--- config.mk ---
export PLATFORM = sky130hd
export DESIGN_NAME = supernova_fpu_issue_ctrl
export DESIGN_NICKNAME = d
export VERILOG_FILES = /design/src/rtl/supernova_pkg.sv /design/src/rtl/supernova_rr_arbiter.sv /design/src/rtl/supernova_fpu_issue_ctrl.sv
export SDC_FILE = /design/constraint.sdc
export NUM_CORES = 1
export LEC_CHECK = 0
export CAP_MARGIN = 30
export CORE_MARGIN = 2
export CORE_UTILIZATION = 41
export DETAILED_ROUTE_END_ITERATION = 6
export PLACE_DENSITY = 0.86
export SYNTH_ARGS = -nofsm -noshare
export SYNTH_HDL_FRONTEND = slang
export SYNTH_SLANG_ARGS = --single-unit
--- constraint.sdc ---
create_clock -name clk -period 4.1 [get_ports clk]
set_input_delay 0.82 -clock clk [delete_from_list [all_inputs] [get_ports clk]]
set_output_delay 0.82 -clock clk [all_outputs]
set_load 0.1 [all_outputs]
--- src/rtl/supernova_pkg.sv ---
// Shared types for the supernova core slice: reservation-station entry
// payload, ROB index width and the FPU issue-controller state encoding.
package supernova_pkg;

  localparam int unsigned ROB_IDX_WIDTH  = 6;
  localparam int unsigned PREG_IDX_WIDTH = 7;
  localparam int unsigned FPU_OP_WIDTH   = 5;
  localparam int unsigned FFLAGS_WIDTH   = 5;

  // Operation as issued from a reservation station
  typedef struct packed {
    logic [ROB_IDX_WIDTH-1:0]  rob_idx;
    logic [FPU_OP_WIDTH-1:0]   fpu_op;
    logic [2:0]                rm;
    logic [1:0]                fmt;
    logic [PREG_IDX_WIDTH-1:0] rs1;
    logic [PREG_IDX_WIDTH-1:0] rs2;
    logic [PREG_IDX_WIDTH-1:0] rs3;
    logic [PREG_IDX_WIDTH-1:0] rd;
  } rs_entry_t;

  typedef enum logic [1:0] {
    FPU_IDLE  = 2'd0,
    FPU_ISSUE = 2'd1,
    FPU_WAIT  = 2'd2,
    FPU_DRAIN = 2'd3
  } fpu_ctrl_state_t;

endpackage

--- src/rtl/supernova_rr_arbiter.sv ---
// Round-robin arbiter for shared units.
// Ports:
//   clk, rst_n : clock, async active-low reset
//   req        : per-requester request
//   advance    : grant consumed this cycle; rotate priority past the winner
//   gnt        : one-hot grant (combinational)
//   rr_ptr     : current highest-priority requester
module supernova_rr_arbiter #(
  parameter  int unsigned N     = 2,
  localparam int unsigned PTR_W = (N > 1) ? $clog2(N) : 1
) (
  input  logic             clk,
  input  logic             rst_n,
  input  logic [N-1:0]     req,
  input  logic             advance,
  output logic [N-1:0]     gnt,
  output logic [PTR_W-1:0] rr_ptr
);

  logic [PTR_W-1:0] rr_ptr_q;
  logic [PTR_W-1:0] gnt_idx;
  logic [PTR_W-1:0] cand;
  logic             found;

  // Search from rr_ptr upward, wrapping modulo N
  always_comb begin
    gnt     = '0;
    gnt_idx = '0;
    cand    = '0;
    found   = 1'b0;
    for (int unsigned k = 0; k < N; k++) begin
      cand = PTR_W'((32'(rr_ptr_q) + k) % N);
      if (!found && req[cand]) begin
        found     = 1'b1;
        gnt[cand] = 1'b1;
        gnt_idx   = cand;
      end
    end
  end

  // Priority moves to the requester just after the winner
  always_ff @(posedge clk or negedge rst_n) begin
    if (!rst_n) begin
      rr_ptr_q <= '0;
    end else if (advance && found) begin
      rr_ptr_q <= (gnt_idx == PTR_W'(N - 1)) ? '0 : gnt_idx + PTR_W'(1);
    end
  end

  assign rr_ptr = rr_ptr_q;

endmodule

--- src/rtl/supernova_fpu_issue_ctrl.sv ---
// Issue controller for the shared multi-cycle FPU. Arbitrates the issue
// ports round-robin, keeps one op in flight, runs the FPU request/writeback
// handshake, kills writebacks of flushed ops, aborts hung ops via a
// watchdog, and owns the sticky fflags accumulator.
// Ports:
//   req_valid_in/req_entry_in/req_ready_out : issue ports (ready = one-hot grant, IDLE only)
//   fpu_req_*                               : request to the FPU
//   fpu_wb_*                                : FPU writeback (valid pulse, ROB index, flags)
//   flush_in / wb_kill_out                  : pipeline flush, kill of a flushed op's writeback
//   fflags_we_in/fflags_wdata_in/fflags_out : CSR access to sticky flags
//   busy_out, wdog_err_out                  : status, watchdog abort pulse
module supernova_fpu_issue_ctrl
  import supernova_pkg::*;
#(
  parameter int unsigned NUM_REQ     = 2,
  parameter int unsigned WDOG_CYCLES = 64
) (
  input  logic                     clk,
  input  logic                     rst_n,
  input  logic [NUM_REQ-1:0]       req_valid_in,
  input  rs_entry_t                req_entry_in [NUM_REQ],
  output logic [NUM_REQ-1:0]       req_ready_out,
  output logic                     fpu_req_valid_out,
  output rs_entry_t                fpu_req_entry_out,
  input  logic                     fpu_req_ready_in,
  input  logic                     fpu_wb_valid_in,
  input  logic [ROB_IDX_WIDTH-1:0] fpu_wb_rob_idx_in,
  input  logic [FFLAGS_WIDTH-1:0]  fpu_wb_fflags_in,
  input  logic                     flush_in,
  output logic                     wb_kill_out,
  input  logic                     fflags_we_in,
  input  logic [FFLAGS_WIDTH-1:0]  fflags_wdata_in,
  output logic [FFLAGS_WIDTH-1:0]  fflags_out,
  output logic                     busy_out,
  output logic                     wdog_err_out
);

  localparam int unsigned RR_PTR_W = (NUM_REQ > 1) ? $clog2(NUM_REQ) : 1;
  localparam int unsigned WDOG_W   = (WDOG_CYCLES > 1) ? $clog2(WDOG_CYCLES) : 1;

  fpu_ctrl_state_t            state_q, state_d;
  rs_entry_t                  op_q;
  rs_entry_t                  sel_entry;
  logic [ROB_IDX_WIDTH-1:0]   tag_q;
  logic [FFLAGS_WIDTH-1:0]    fflags_q, fflags_d;
  logic [WDOG_W-1:0]          wdog_cnt_q;
  logic                       wdog_err_q;

  logic [NUM_REQ-1:0]         arb_req;
  logic [NUM_REQ-1:0]         gnt;
  logic [RR_PTR_W-1:0]        rr_ptr;
  logic                       grant_any;
  logic                       tag_match_c;
  logic                       wdog_expired_c;
  logic                       capture_c;
  logic                       accum_c;
  logic                       wb_kill_c;
  logic                       wdog_fire_c;
  logic                       wdog_clr_c;

  // Ports are only arbitrated while idle, so ready is zero elsewhere
  assign arb_req   = (state_q == FPU_IDLE) ? req_valid_in : '0;
  assign grant_any = |gnt;

  supernova_rr_arbiter #(
    .N (NUM_REQ)
  ) u_arb (
    .clk     (clk),
    .rst_n   (rst_n),
    .req     (arb_req),
    .advance (grant_any),
    .gnt     (gnt),
    .rr_ptr  (rr_ptr)
  );

  // Entry of the granted port
  always_comb begin
    sel_entry = '0;
    for (int unsigned i = 0; i < NUM_REQ; i++) begin
      if (gnt[i]) sel_entry = req_entry_in[i];
    end
  end

  assign tag_match_c    = fpu_wb_valid_in && (fpu_wb_rob_idx_in == tag_q);
  assign wdog_expired_c = ((state_q == FPU_WAIT) || (state_q == FPU_DRAIN)) &&
                          (wdog_cnt_q == WDOG_W'(WDOG_CYCLES - 1));

  // Next state; a matching writeback wins over the watchdog, flush wins over the handshake
  always_comb begin
    state_d     = state_q;
    capture_c   = 1'b0;
    accum_c     = 1'b0;
    wb_kill_c   = 1'b0;
    wdog_fire_c = 1'b0;
    wdog_clr_c  = 1'b0;
    case (state_q)
      FPU_IDLE: begin
        if (grant_any) begin
          capture_c = 1'b1;
          state_d   = FPU_ISSUE;
        end
      end
      FPU_ISSUE: begin
        if (flush_in) begin
          state_d = FPU_IDLE;
        end else if (fpu_req_ready_in) begin
          wdog_clr_c = 1'b1;
          state_d    = FPU_WAIT;
        end
      end
      FPU_WAIT: begin
        if (tag_match_c && flush_in) begin
          wb_kill_c = 1'b1;
          state_d   = FPU_IDLE;
        end else if (tag_match_c) begin
          accum_c = 1'b1;
          state_d = FPU_IDLE;
        end else if (wdog_expired_c) begin
          wdog_fire_c = 1'b1;
          state_d     = FPU_IDLE;
        end else if (flush_in) begin
          state_d = FPU_DRAIN;
        end
      end
      FPU_DRAIN: begin
        if (tag_match_c) begin
          wb_kill_c = 1'b1;
          state_d   = FPU_IDLE;
        end else if (wdog_expired_c) begin
          wdog_fire_c = 1'b1;
          state_d     = FPU_IDLE;
        end
      end
      default: state_d = FPU_IDLE;
    endcase
  end

  // CSR write and accumulation merge in the same cycle
  assign fflags_d = (fflags_we_in ? fflags_wdata_in : fflags_q) |
                    (accum_c ? fpu_wb_fflags_in : '0);

  always_ff @(posedge clk or negedge rst_n) begin
    if (!rst_n) state_q <= FPU_IDLE;
    else        state_q <= state_d;
  end

  // Op register and its ROB tag
  always_ff @(posedge clk or negedge rst_n) begin
    if (!rst_n) begin
      op_q  <= '0;
      tag_q <= '0;
    end else if (capture_c) begin
      op_q  <= sel_entry;
      tag_q <= sel_entry.rob_idx;
    end
  end

  always_ff @(posedge clk or negedge rst_n) begin
    if (!rst_n) fflags_q <= '0;
    else        fflags_q <= fflags_d;
  end

  // Watchdog runs through WAIT and DRAIN, restarts at the handshake
  always_ff @(posedge clk or negedge rst_n) begin
    if (!rst_n) begin
      wdog_cnt_q <= '0;
    end else if (wdog_clr_c || (state_q == FPU_IDLE) || (state_q == FPU_ISSUE)) begin
      wdog_cnt_q <= '0;
    end else begin
      wdog_cnt_q <= wdog_cnt_q + WDOG_W'(1);
    end
  end

  always_ff @(posedge clk or negedge rst_n) begin
    if (!rst_n) wdog_err_q <= 1'b0;
    else        wdog_err_q <= wdog_fire_c;
  end

  assign req_ready_out     = gnt;
  assign fpu_req_valid_out = (state_q == FPU_ISSUE);
  assign fpu_req_entry_out = op_q;
  assign wb_kill_out       = wb_kill_c;
  assign fflags_out        = fflags_q;
  assign busy_out          = (state_q != FPU_IDLE);
  assign wdog_err_out      = wdog_err_q;

  // Priority pointer must always name a real port; grants are one-hot
  a_rr_ptr_range : assert property (@(posedge clk) disable iff (!rst_n)
    (32'(rr_ptr) < NUM_REQ));
  a_gnt_onehot : assert property (@(posedge clk) disable iff (!rst_n)
    $onehot0(req_ready_out));

endmodule

==> impl_metrics.sql, run 1 <==
INSERT INTO impl_metrics (metric_group, metric, value, unit) VALUES
('final_layout', 'area_growth_syn_to_layout', '66.3', '%'),
('clock_tree', 'tritoncts.num_buffers', '9', ''),
('power', 'net-switching-power', '2.33', 'mW'),
('worst_setup_path', 'ff2ff_setup_slack', '2030', 'ps'),
('place', 'pre_cts_slack', '947', 'ps'),
('place', 'placedCellCount', '461', ''),
('worst_setup_path', 'cp_top_family', 'buffers and inverters', ''),
('drt', 'routed_wl', '8830', 'um'),
('clock_tree', 'postCtsHoldBufs', '0', ''),
('floorplanning', 'io-pin-count', '167', ''),
('synth', 'synth_area_per_cell', '12.3', 'um^2'),
('floorplanning', 'floorplan.initialDensity', '0.421', ''),
('drt', 'maxUsedRoutingLayer', 'met4', ''),
('worst_setup_path', 'cp_max_fo', '7', ''),
('final_layout', 'num_antenna_cells', '0', ''),
('worst_setup_path', 'rr_endpoint', 'fpu_req_entry_out[12]', ''),
('floorplanning', 'die_w', '87.3', 'um'),
('final_layout', 'fin_util', '0.700', ''),
('timing', 'max_slew_margin', '0.319', ''),
('drt', 'detail_route.wirelength.met1', '3600', 'um'),
('timing', 'final_critical_period', '3180', 'ps'),
('place', 'half_perimeter_wire_length_after_detailed_placement', '6160', 'um'),
('drt', 'drc', '0', ''),
('worst_setup_path', 'cp_slowest_stage_delay', '470', 'ps'),
('drt', 'antenna_violating_nets_post_route', '0', ''),
('drt', 'routed_wire_length_per_instance', '18.6', 'um'),
('global_routing', 'globalRoute.totalOverflow', '0', ''),
('global_routing', 'grt_antenna_before_repair', '0', ''),
('synth', 'ys_warn_count', '0', ''),
('timing', 'number_of_hold_violations_in_the_final_report', '0', ''),
('drt', 'drt_iter0_drc', '71', ''),
('timing', 'worst-slew-pin-transition', '1020', 'ps'),
('power', 'internal_power', '1.90', 'mW'),
('power', 'portion_of_total_power_attributed_to_combinational_logic', '0.636', ''),
('power', 'power.total', '4.24', 'mW'),
('power', 'clockPowerShare', '0.124', ''),
('timing', 'min_period_over_period', '0.775', ''),
('timing', 'max_freq', '0.315', 'GHz'),
('clock_tree', 'cts_repair_resize_count', '0', ''),
('synth', 'combinational_family_with_the_most_area_after_synthesis', 'compound AO/OA/AOI/OAI gates', ''),
('floorplanning', 'placementRows', '30', ''),
('place', 'numPortBuffers', '166', ''),
('synth', 'synth-compound-area-share', '0.319', ''),
('synth', 'yosys_register_bits', '59', ''),
('clock_tree', 'clock_sinks', '59', ''),
('global_routing', 'grt_max_degree', '46', ''),
('worst_setup_path', 'crit_path_cell_trace', 'clkdlybuf4s50_1 -> xnor2_1 -> nand4_1 -> nor4_2 -> buf_4', ''),
('final_layout', 'layout-drive-gt1-share', '0.0758', ''),
('final_layout', 'finalNonFillerCells', '476', ''),
('worst_setup_path', 'reg2regPathDepth', '4', ''),
('synth', 'seq_area_frac_synth', '0.519', ''),
('place', 'placedInstanceArea', '0.00453', 'mm^2'),
('timing', 'final.setup.tns', '0', 'ps'),
('global_routing', 'grt_resource_usage_total', '0.231', ''),
('clock_tree', 'cts_setup_buffers', '0', ''),
('worst_setup_path', 'timing.critical_path.arrival', '2360', 'ps'),
('worst_setup_path', 'start_kind', 'input port', ''),
('hold_path', 'hold_path_stages', '1', ''),
('timing', 'finalMaxSlewViolations', '0', ''),
('timing', 'grt_setup_unrepaired', 'no', ''),
('synth', 'synthXorXnorAreaFrac', '0.0308', ''),
('final_layout', 'finish.instance_area', '0.00473', 'mm^2'),
('status', 'outcome', 'completed', ''),
('drt', 'met3_wirelength', '617', 'um'),
('timing', 'fin_worst_skew', '10.5', 'ps'),
('job', 'maxcap_viol_count', '0', ''),
('power', 'power.static_leakage', '1.90', 'nW'),
('synth', 'yosys-top-cells-area', 'dfrtp_1 52%, a221o_1 15%, a21boi_0 12%', ''),
('worst_setup_path', 'cp.required', '3280', 'ps'),
('worst_setup_path', 'worstPathBufferInverterCount', '2', ''),
('drt', 'detail_route.vias_per_cell', '5.59', '');
[flip-flops by register name, indices dropped and copies added (netlist names), named ones only]
| signal | count |
|---|---|
| wdog_err_out | 1 |
| state_q | 2 |
| wdog_cnt_q | 6 |
| fflags_out | 5 |
| tag_q | 6 |
| fpu_req_entry_out | 38 |
[cells by family after synthesis]
kind of cell             after synthesis
flip-flops                            59
AO/OA/AOI/OAI                        105
adder cells (fa/ha/maj)                1
XOR/XNOR                              10
buffers and inverters                 24
AND/OR/NAND/NOR                       28
multiplexers                           5
[routing by layer]
layer,up-vias,global-route usage
met5,-,0
met4,0,0.102
met3,18,0.0645
met2,113,0.379
met1,1295,0.285
li1,1235,-
[cell usage in the layout (no fill, tap or decap), drive strengths merged, types with 2 or more instances in the layout]
| master | count |
|---|---|
| nand2 | 2 |
| clkbuf | 13 |
| a211oi | 2 |
| nand3 | 2 |
| nand4 | 7 |
| nor2 | 3 |
| xor2 | 2 |
| mux2i | 5 |
| a21boi | 45 |
| inv | 2 |
| o21ai | 3 |
| and4 | 2 |
| buf | 10 |
| and2 | 4 |
| o31ai | 5 |
| clkdlybuf4s50 | 161 |
| nor2b | 2 |
| a221o | 44 |
| xnor2 | 8 |
| dfrtp | 59 |
[layout make-up]
class	instances	area, um^2
Clock inverter	2	35.0
Timing Repair Buffer	171	1710
Inverter	2	7.51
Clock buffer	13	159
Tap cell	80	100
Fill cell	524	2030
Multi-Input combinational cell	149	1240
Sequential cell	59	1480
[power by group through the flow]
stage	clock, mW	combinational, mW	sequential, mW
2_1_floorplan	0	0.512	2.50
3_5_place_dp	0	2.70	1.01
5_1_grt	0.559	2.80	1.05
6_report	0.527	2.70	1.01
4_1_cts	0.537	2.71	1.01
3_3_place_gp	0	2.67	1.01
[worst max path at each step]
stage / from / cells past startpoint / end
global placement: fpu_wb_rob_idx_in[4] / 5 / wb_kill_out
CTS: fpu_wb_rob_idx_in[1] / 5 / wb_kill_out
global route: fpu_wb_rob_idx_in[4] / 5 / wb_kill_out
finish: fpu_wb_rob_idx_in[1] / 5 / wb_kill_out
floorplan: tag_q[4] / 3 / wb_kill_out
detailed placement: fpu_wb_rob_idx_in[1] / 5 / wb_kill_out
Note: power is estimated with default switching activity, not from simulation.
==> run 2: changes to the inputs <==
--- a/config.mk
+++ b/config.mk
@@ -7,9 +7,9 @@
 export LEC_CHECK = 0
 export CAP_MARGIN = 30
 export CORE_MARGIN = 2
-export CORE_UTILIZATION = 41
+export CORE_UTILIZATION = 38
 export DETAILED_ROUTE_END_ITERATION = 6
-export PLACE_DENSITY = 0.86
+export PLACE_DENSITY = 0.81
 export SYNTH_ARGS = -nofsm -noshare
 export SYNTH_HDL_FRONTEND = slang
 export SYNTH_SLANG_ARGS = --single-unit
==> constraint.sdc (replaced) <==
create_clock -name clk -period 3.16 [get_ports clk]
set_input_delay 0.632 -clock clk [delete_from_list [all_inputs] [get_ports clk]]
set_output_delay 0.632 -clock clk [all_outputs]
set_load 0.1 [all_outputs]
==> impl_metrics.sql, run 2 (synthesized netlist as in run 1, its figures left out) <==
INSERT INTO impl_metrics (metric_group, metric, value, unit) VALUES
('global_routing', 'globalRoute.totalOverflow', '0', ''),
('clock_tree', 'postCtsHoldBufs', '0', ''),
('floorplanning', 'floorplan.initialDensity', '0.392', ''),
('clock_tree', 'clock_sinks', '59', ''),
('floorplanning', 'design.die.area', '0.00819', 'mm^2'),
('drt', 'maxUsedRoutingLayer', 'met4', ''),
('final_layout', 'largest_register_ff_count', '38', ''),
('drt', 'drc', '0', ''),
('timing', 'worst-slew-pin-transition', '578', 'ps'),
('timing', 'final_critical_period', '2680', 'ps'),
('floorplanning', 'die_w', '90.5', 'um'),
('place', 'placedInstanceArea', '0.00449', 'mm^2'),
('final_layout', 'final-seq-area', '0.00148', 'mm^2'),
('drt', 'met3_wirelength', '521', 'um'),
('clock_tree', 'htreeDepth', '3', ''),
('timing', 'grt_setup_unrepaired', 'no', ''),
('final_layout', 'multi_input_area', '0.00125', 'mm^2'),
('place', 'half_perimeter_wire_length_after_detailed_placement', '6350', 'um'),
('drt', 'routed_vias', '2679', ''),
('global_routing', 'first_global_vias', '2838', ''),
('hold_path', 'hold_path_class', 'in2async', ''),
('place', 'numPortBuffers', '166', ''),
('final_layout', 'most-common-layout-cells', '110 x clkdlybuf4s50_1, 62 x buf_4, 56 x dfrtp_1', ''),
('place', 'gp_routability_congestion', '0.853', ''),
('worst_setup_path', 'cp_max_fo', '2', ''),
('final_layout', 'leading_cell_type_in_the_layout_fill_and_taps_excluded', 'clkdlybuf4s50_1', ''),
('drt', 'drt_iter0_drc', '97', ''),
('worst_setup_path', 'timing.critical_path.arrival', '2050', 'ps'),
('timing', 'min_period_over_period', '0.848', ''),
('timing', 'max_freq', '0.373', 'GHz'),
('worst_setup_path', 'cp.required', '2530', 'ps'),
('power', 'cellPowerDensity', '1150', 'mW/mm^2'),
('floorplanning', 'chipHeight', '90.5', 'um'),
('worst_setup_path', 'start_kind', 'input port', ''),
('final_layout', 'area_growth_syn_to_layout', '64.4', '%'),
('final_layout', 'num_antenna_cells', '0', ''),
('timing', 'fin_worst_skew', '6.11', 'ps'),
('worst_setup_path', 'endpoint_kind', 'output pin', ''),
('final_layout', 'fillers', '576', ''),
('clock_tree', 'cts_setup_buffers', '0', ''),
('power', 'ir_drop', '0.786', 'mV'),
('clock_tree', 'cts_repair_resize_count', '0', ''),
('job', 'maxcap_viol_count', '0', ''),
('timing', 'max_slew_margin', '0.615', ''),
('clock_tree', 'clk_latency', '320', 'ps'),
('clock_tree', 'clock-root-buffer', 'clkbuf_8', ''),
('floorplanning', 'placementRows', '31', ''),
('drt', 'detail_route.wirelength.met1', '3510', 'um'),
('power', 'power.static_leakage', '1.99', 'nW'),
('final_layout', 'finalNetCount', '510', ''),
('timing', 'finalMaxSlewViolations', '0', ''),
('final_layout', 'finish.instance_area', '0.00467', 'mm^2'),
('clock_tree', 'clk_pin_slew', '60', 'ps'),
('drt', 'routed_wire_length_per_instance', '17.4', 'um'),
('clock_tree', 'tritoncts', 'built', ''),
('global_routing', 'grt_max_degree', '45', ''),
('global_routing', 'grt_resource_usage_total', '0.217', ''),
('final_layout', 'layout-drive-gt1-share', '0.223', ''),
('global_routing', 'grt_antenna_before_repair', '0', ''),
('drt', 'firstDrtPassIters', '4', ''),
('clock_tree', 'clock_path_buffers', '2', ''),
('timing', 'final-setup-viol-count', '0', ''),
('clock_tree', 'tritoncts.num_buffers', '9', ''),
('floorplanning', 'io-pin-count', '167', ''),
('drt', 'met2RoutedLength', '4560', 'um'),
('drt', 'detail_route.vias_per_cell', '5.37', ''),
('global_routing', 'global_route_wire_length_before_repair', '14200', 'um'),
('timing', 'final.setup.tns', '0', 'ps'),
('floorplanning', 'fp.coreArea', '0.00725', 'mm^2'),
('drt', 'antenna_violating_nets_post_route', '0', ''),
('drt', 'routed_wl', '8690', 'um'),
('status', 'outcome', 'completed', ''),
('worst_setup_path', 'critPathKind', 'in2out', ''),
('timing', 'number_of_hold_violations_in_the_final_report', '0', '');
-- run 2: changes by cell type in the layout (fill, tap and decap cells not counted) --
cell,change
dfrtp_2,+3
dfrtp_1,-3
clkbuf_1,-1
clkdlybuf4s50_1,-51
buf_12,+1
nor4_4,+1
clkbuf_8,-1
nor4_2,-1
buf_4,+55
clkinv_2,+1
-- run 2: power breakdown --
group / total, mW / switching, mW / internal [mW]
Clock: 0.641 / 0.267 / 0.374
Sequential: 1.33 / 0.242 / 1.09
Combinational: 3.41 / 2.51 / 0.896
Total: 5.38 / 3.02 / 2.36
-- run 2: per-stage QoR --
stage	hold WS [ps]	instances	util	power [mW]	worst slack (ps)
floorplan	336	232	-	3.92	136
detailed placement	455	485	0.619	4.75	522
global placement	454	485	0.619	4.70	521
finish	270	499	0.644	5.38	480
CTS	263	499	0.644	5.42	460
global route	277	499	0.644	5.61	343
-- run 2: critical path, stage by stage --
cell and delay [ps]:
clkdlybuf4s50_1 440, xnor2_1 220, nand4_1 200, nor4_4 340, buf_12 220
-- run 2: cell type report --
class	instances	share of cell area
timing repair buffer	176	0.349
sequential	59	0.317
multi-input combinational	149	0.267
clock buffer	11	0.0302
tap	99	0.0265
clock inverter	3	0.00857
inverter	2	0.00161
-- run 2: worst paths after layout --
| path | cells past startpoint | to | from | slack (ps) |
|---|---|---|---|---|
| max | 5 | wb_kill_out | fpu_wb_rob_idx_in[1] | 480 |
| min | 1 | fpu_req_entry_out[1] | rst_n | 270 |
| max reg2reg | 4 | fpu_req_entry_out[14] | state_q[1] | 1100 |
| min reg2reg | 1 | wdog_cnt_q[0] | wdog_cnt_q[0] | 460 |
| max in group asynchronous | 2 | fpu_req_entry_out[19] | rst_n | 2220 |
| min in group clk | 1 | wdog_cnt_q[0] | wdog_cnt_q[0] | 460 |
-- run 2: routing by layer --
metal | global-route usage | up-vias
met2 | 0.372 | 110
met5 | 0 | -
li1 | - | 1252
met1 | 0.265 | 1307
met4 | 0.0705 | 0
met3 | 0.0584 | 10
==> run 3: changes to the inputs <==
--- a/config.mk
+++ b/config.mk
@@ -7,9 +7,9 @@
 export LEC_CHECK = 0
 export CAP_MARGIN = 30
 export CORE_MARGIN = 2
-export CORE_UTILIZATION = 38
+export CORE_UTILIZATION = 34
 export DETAILED_ROUTE_END_ITERATION = 6
-export PLACE_DENSITY = 0.81
+export PLACE_DENSITY = 0.76
 export SYNTH_ARGS = -nofsm -noshare
 export SYNTH_HDL_FRONTEND = slang
 export SYNTH_SLANG_ARGS = --single-unit
==> constraint.sdc (replaced) <==
create_clock -name clk -period 2.2 [get_ports clk]
set_input_delay 0.44 -clock clk [delete_from_list [all_inputs] [get_ports clk]]
set_output_delay 0.44 -clock clk [all_outputs]
set_load 0.1 [all_outputs]
==> impl_metrics.sql, run 3 (synthesized netlist as in run 1, its figures left out) <==
INSERT INTO impl_metrics (metric_group, metric, value, unit) VALUES
('clock_tree', 'clk_latency', '330', 'ps'),
('floorplanning', 'io-pin-count', '167', ''),
('final_layout', 'layout-drive-gt1-share', '0.267', ''),
('timing', 'finalMaxSlewViolations', '0', ''),
('clock_tree', 'tritoncts.num_buffers', '9', ''),
('worst_setup_path', 'r2r_start', 'tag_q[1]', ''),
('floorplanning', 'floorplan.initialDensity', '0.348', ''),
('final_layout', 'area_growth_syn_to_layout', '72.4', '%'),
('global_routing', 'grt_max_degree', '48', ''),
('place', 'half_perimeter_wire_length_after_detailed_placement', '6510', 'um'),
('drt', 'drc', '0', ''),
('floorplanning', 'fp.coreArea', '0.00818', 'mm^2'),
('final_layout', 'finalNetCount', '516', ''),
('global_routing', 'first_global_vias', '2859', ''),
('drt', 'firstDrtPassIters', '4', ''),
('power', 'ir_drop', '1.24', 'mV'),
('timing', 'number_of_hold_violations_in_the_final_report', '0', ''),
('final_layout', 'most-common-layout-cells', '106 x clkdlybuf4s50_1, 63 x buf_4, 52 x dfrtp_1', ''),
('timing', 'final_critical_period', '2190', 'ps'),
('worst_setup_path', 'ff2ff_setup_slack', '150', 'ps'),
('drt', 'drt_iter0_drc', '103', ''),
('timing', 'min_period_over_period', '0.995', ''),
('floorplanning', 'die_w', '95.4', 'um'),
('global_routing', 'globalRoute.totalOverflow', '0', ''),
('clock_tree', 'clock-root-buffer', 'clkbuf_8', ''),
('power', 'pwr-share-seq', '0.236', ''),
('timing', 'fin_worst_skew', '13.1', 'ps'),
('drt', 'routed_vias', '2744', ''),
('power', 'cellPowerDensity', '1660', 'mW/mm^2'),
('worst_setup_path', 'timing.critical_path.arrival', '1750', 'ps'),
('timing', 'final.setup.tns', '0', 'ps'),
('power', 'internal_power', '3.72', 'mW'),
('place', 'numPortBuffers', '166', ''),
('floorplanning', 'design.die.area', '0.00911', 'mm^2'),
('drt', 'antenna_violating_nets_post_route', '0', ''),
('power', 'portion_of_total_power_attributed_to_combinational_logic', '0.612', ''),
('worst_setup_path', 'rr_endpoint', 'wdog_err_out', ''),
('timing', 'worst-slew-pin-transition', '490', 'ps'),
('power', 'power.static_leakage', '2.09', 'nW'),
('timing', 'grt_setup_unrepaired', 'yes', ''),
('final_layout', 'num_antenna_cells', '0', ''),
('job', 'maxcap_viol_count', '0', ''),
('global_routing', 'global_route_wire_length_before_repair', '14000', 'um'),
('place', 'gp_routability_congestion', '0.810', ''),
('worst_setup_path', 'start_kind', 'input port', ''),
('timing', 'worst_slack', '11.9', 'ps'),
('clock_tree', 'postCtsHoldBufs', '0', ''),
('hold_path', 'hold_path_class', 'in2async', ''),
('global_routing', 'grt_antenna_before_repair', '0', ''),
('drt', 'detail_route.vias_per_cell', '5.35', ''),
('place', 'pre_cts_slack', '-124', 'ps'),
('drt', 'routed_wl', '9170', 'um'),
('power', 'switching_part_of_the_total_power', '0.544', ''),
('clock_tree', 'tritoncts', 'built', ''),
('status', 'outcome', 'completed', ''),
('floorplanning', 'placementRows', '33', ''),
('final_layout', 'leading_cell_type_in_the_layout_fill_and_taps_excluded', 'clkdlybuf4s50_1', ''),
('clock_tree', 'htreeDepth', '3', ''),
('clock_tree', 'clock_sinks', '59', ''),
('final_layout', 'largest_register_ff_count', '38', ''),
('clock_tree', 'clk_pin_slew', '80', 'ps'),
('worst_setup_path', 'cp.required', '1760', 'ps'),
('worst_setup_path', 'cp_max_fo', '2', ''),
('worst_setup_path', 'critPathKind', 'in2out', ''),
('floorplanning', 'chipHeight', '95.4', 'um'),
('global_routing', 'grt_resource_usage_total', '0.201', ''),
('power', 'clockPowerShare', '0.152', ''),
('timing', 'max_slew_margin', '0.671', ''),
('timing', 'final-setup-viol-count', '0', ''),
('worst_setup_path', 'endpoint_kind', 'output pin', ''),
('worst_setup_path', 'reg2regPathDepth', '9', ''),
('power', 'net-switching-power', '4.44', 'mW'),
('clock_tree', 'clock_path_buffers', '2', ''),
('drt', 'routed_wire_length_per_instance', '17.9', 'um'),
('timing', 'max_freq', '0.457', 'GHz');
run 3: worst max path at each step:
| stage | from | endpoint | slack [ps] | cells after the start |
|---|---|---|---|---|
| floorplan | tag_q[5] | wb_kill_out | -450 | 3 |
| global placement | fpu_wb_rob_idx_in[1] | wb_kill_out | -120 | 5 |
| detailed placement | fpu_wb_rob_idx_in[1] | wb_kill_out | -120 | 5 |
| CTS | tag_q[1] | wb_kill_out | -10 | 4 |
| global route | tag_q[1] | wb_kill_out | -70 | 4 |
| finish | fpu_wb_rob_idx_in[2] | wb_kill_out | 10 | 5 |
run 3: layout make-up:
type	count	area [um^2]
Fill cell	671	3270
Timing Repair Buffer	182	1730
Sequential cell	59	1490
Multi-Input combinational cell	149	1290
Clock buffer	10	138
Tap cell	105	131
Clock inverter	6	113
Inverter	2	7.51
run 3: worst max-delay path, cell delays in order:
cell and delay (ps):
clkdlybuf4s50_1 470, xnor2_1 130, nand2_1 140, nor4_4 350
buf_12 220
run 3: through the flow:
step	util	instances	hold slack, ps	power, mW	instance area [um^2]
finish	0.599	513	53.6	8.16	4900
global route	0.599	513	79.9	8.49	4900
CTS	0.598	514	54.3	8.20	4890
detailed placement	0.562	492	419	6.91	4590
global placement	0.562	492	414	6.84	4590
floorplan	-	232	144	5.68	2900
run 3: per-layer routing:
metal / vias up / GRT usage / share of wire
met5: - / 0 / 0
met3: 16 / 0.0427 / 0.069
met4: 0 / 0.0845 / 0.018
met2: 117 / 0.336 / 0.50
li1: 1261 / - / -
met1: 1350 / 0.254 / 0.41
run 3: power by group through the flow:
stage | Clock [mW] | Sequential [mW] | Combinational, mW
final | 1.24 | 1.92 | 5.00
after global routing | 1.32 | 1.98 | 5.18
after CTS | 1.26 | 1.92 | 5.02
after detailed placement | 0 | 1.92 | 4.99
after global placement | 0 | 1.92 | 4.92
after floorplan | 0 | 4.70 | 0.985
run 3: what timing repair did:
action                                  in CTS  in global routing
resized for setup                            4                  5
pin swaps                                    2                  0
buffers inserted                             6                  0
endpoints found under the setup margin       2                  8
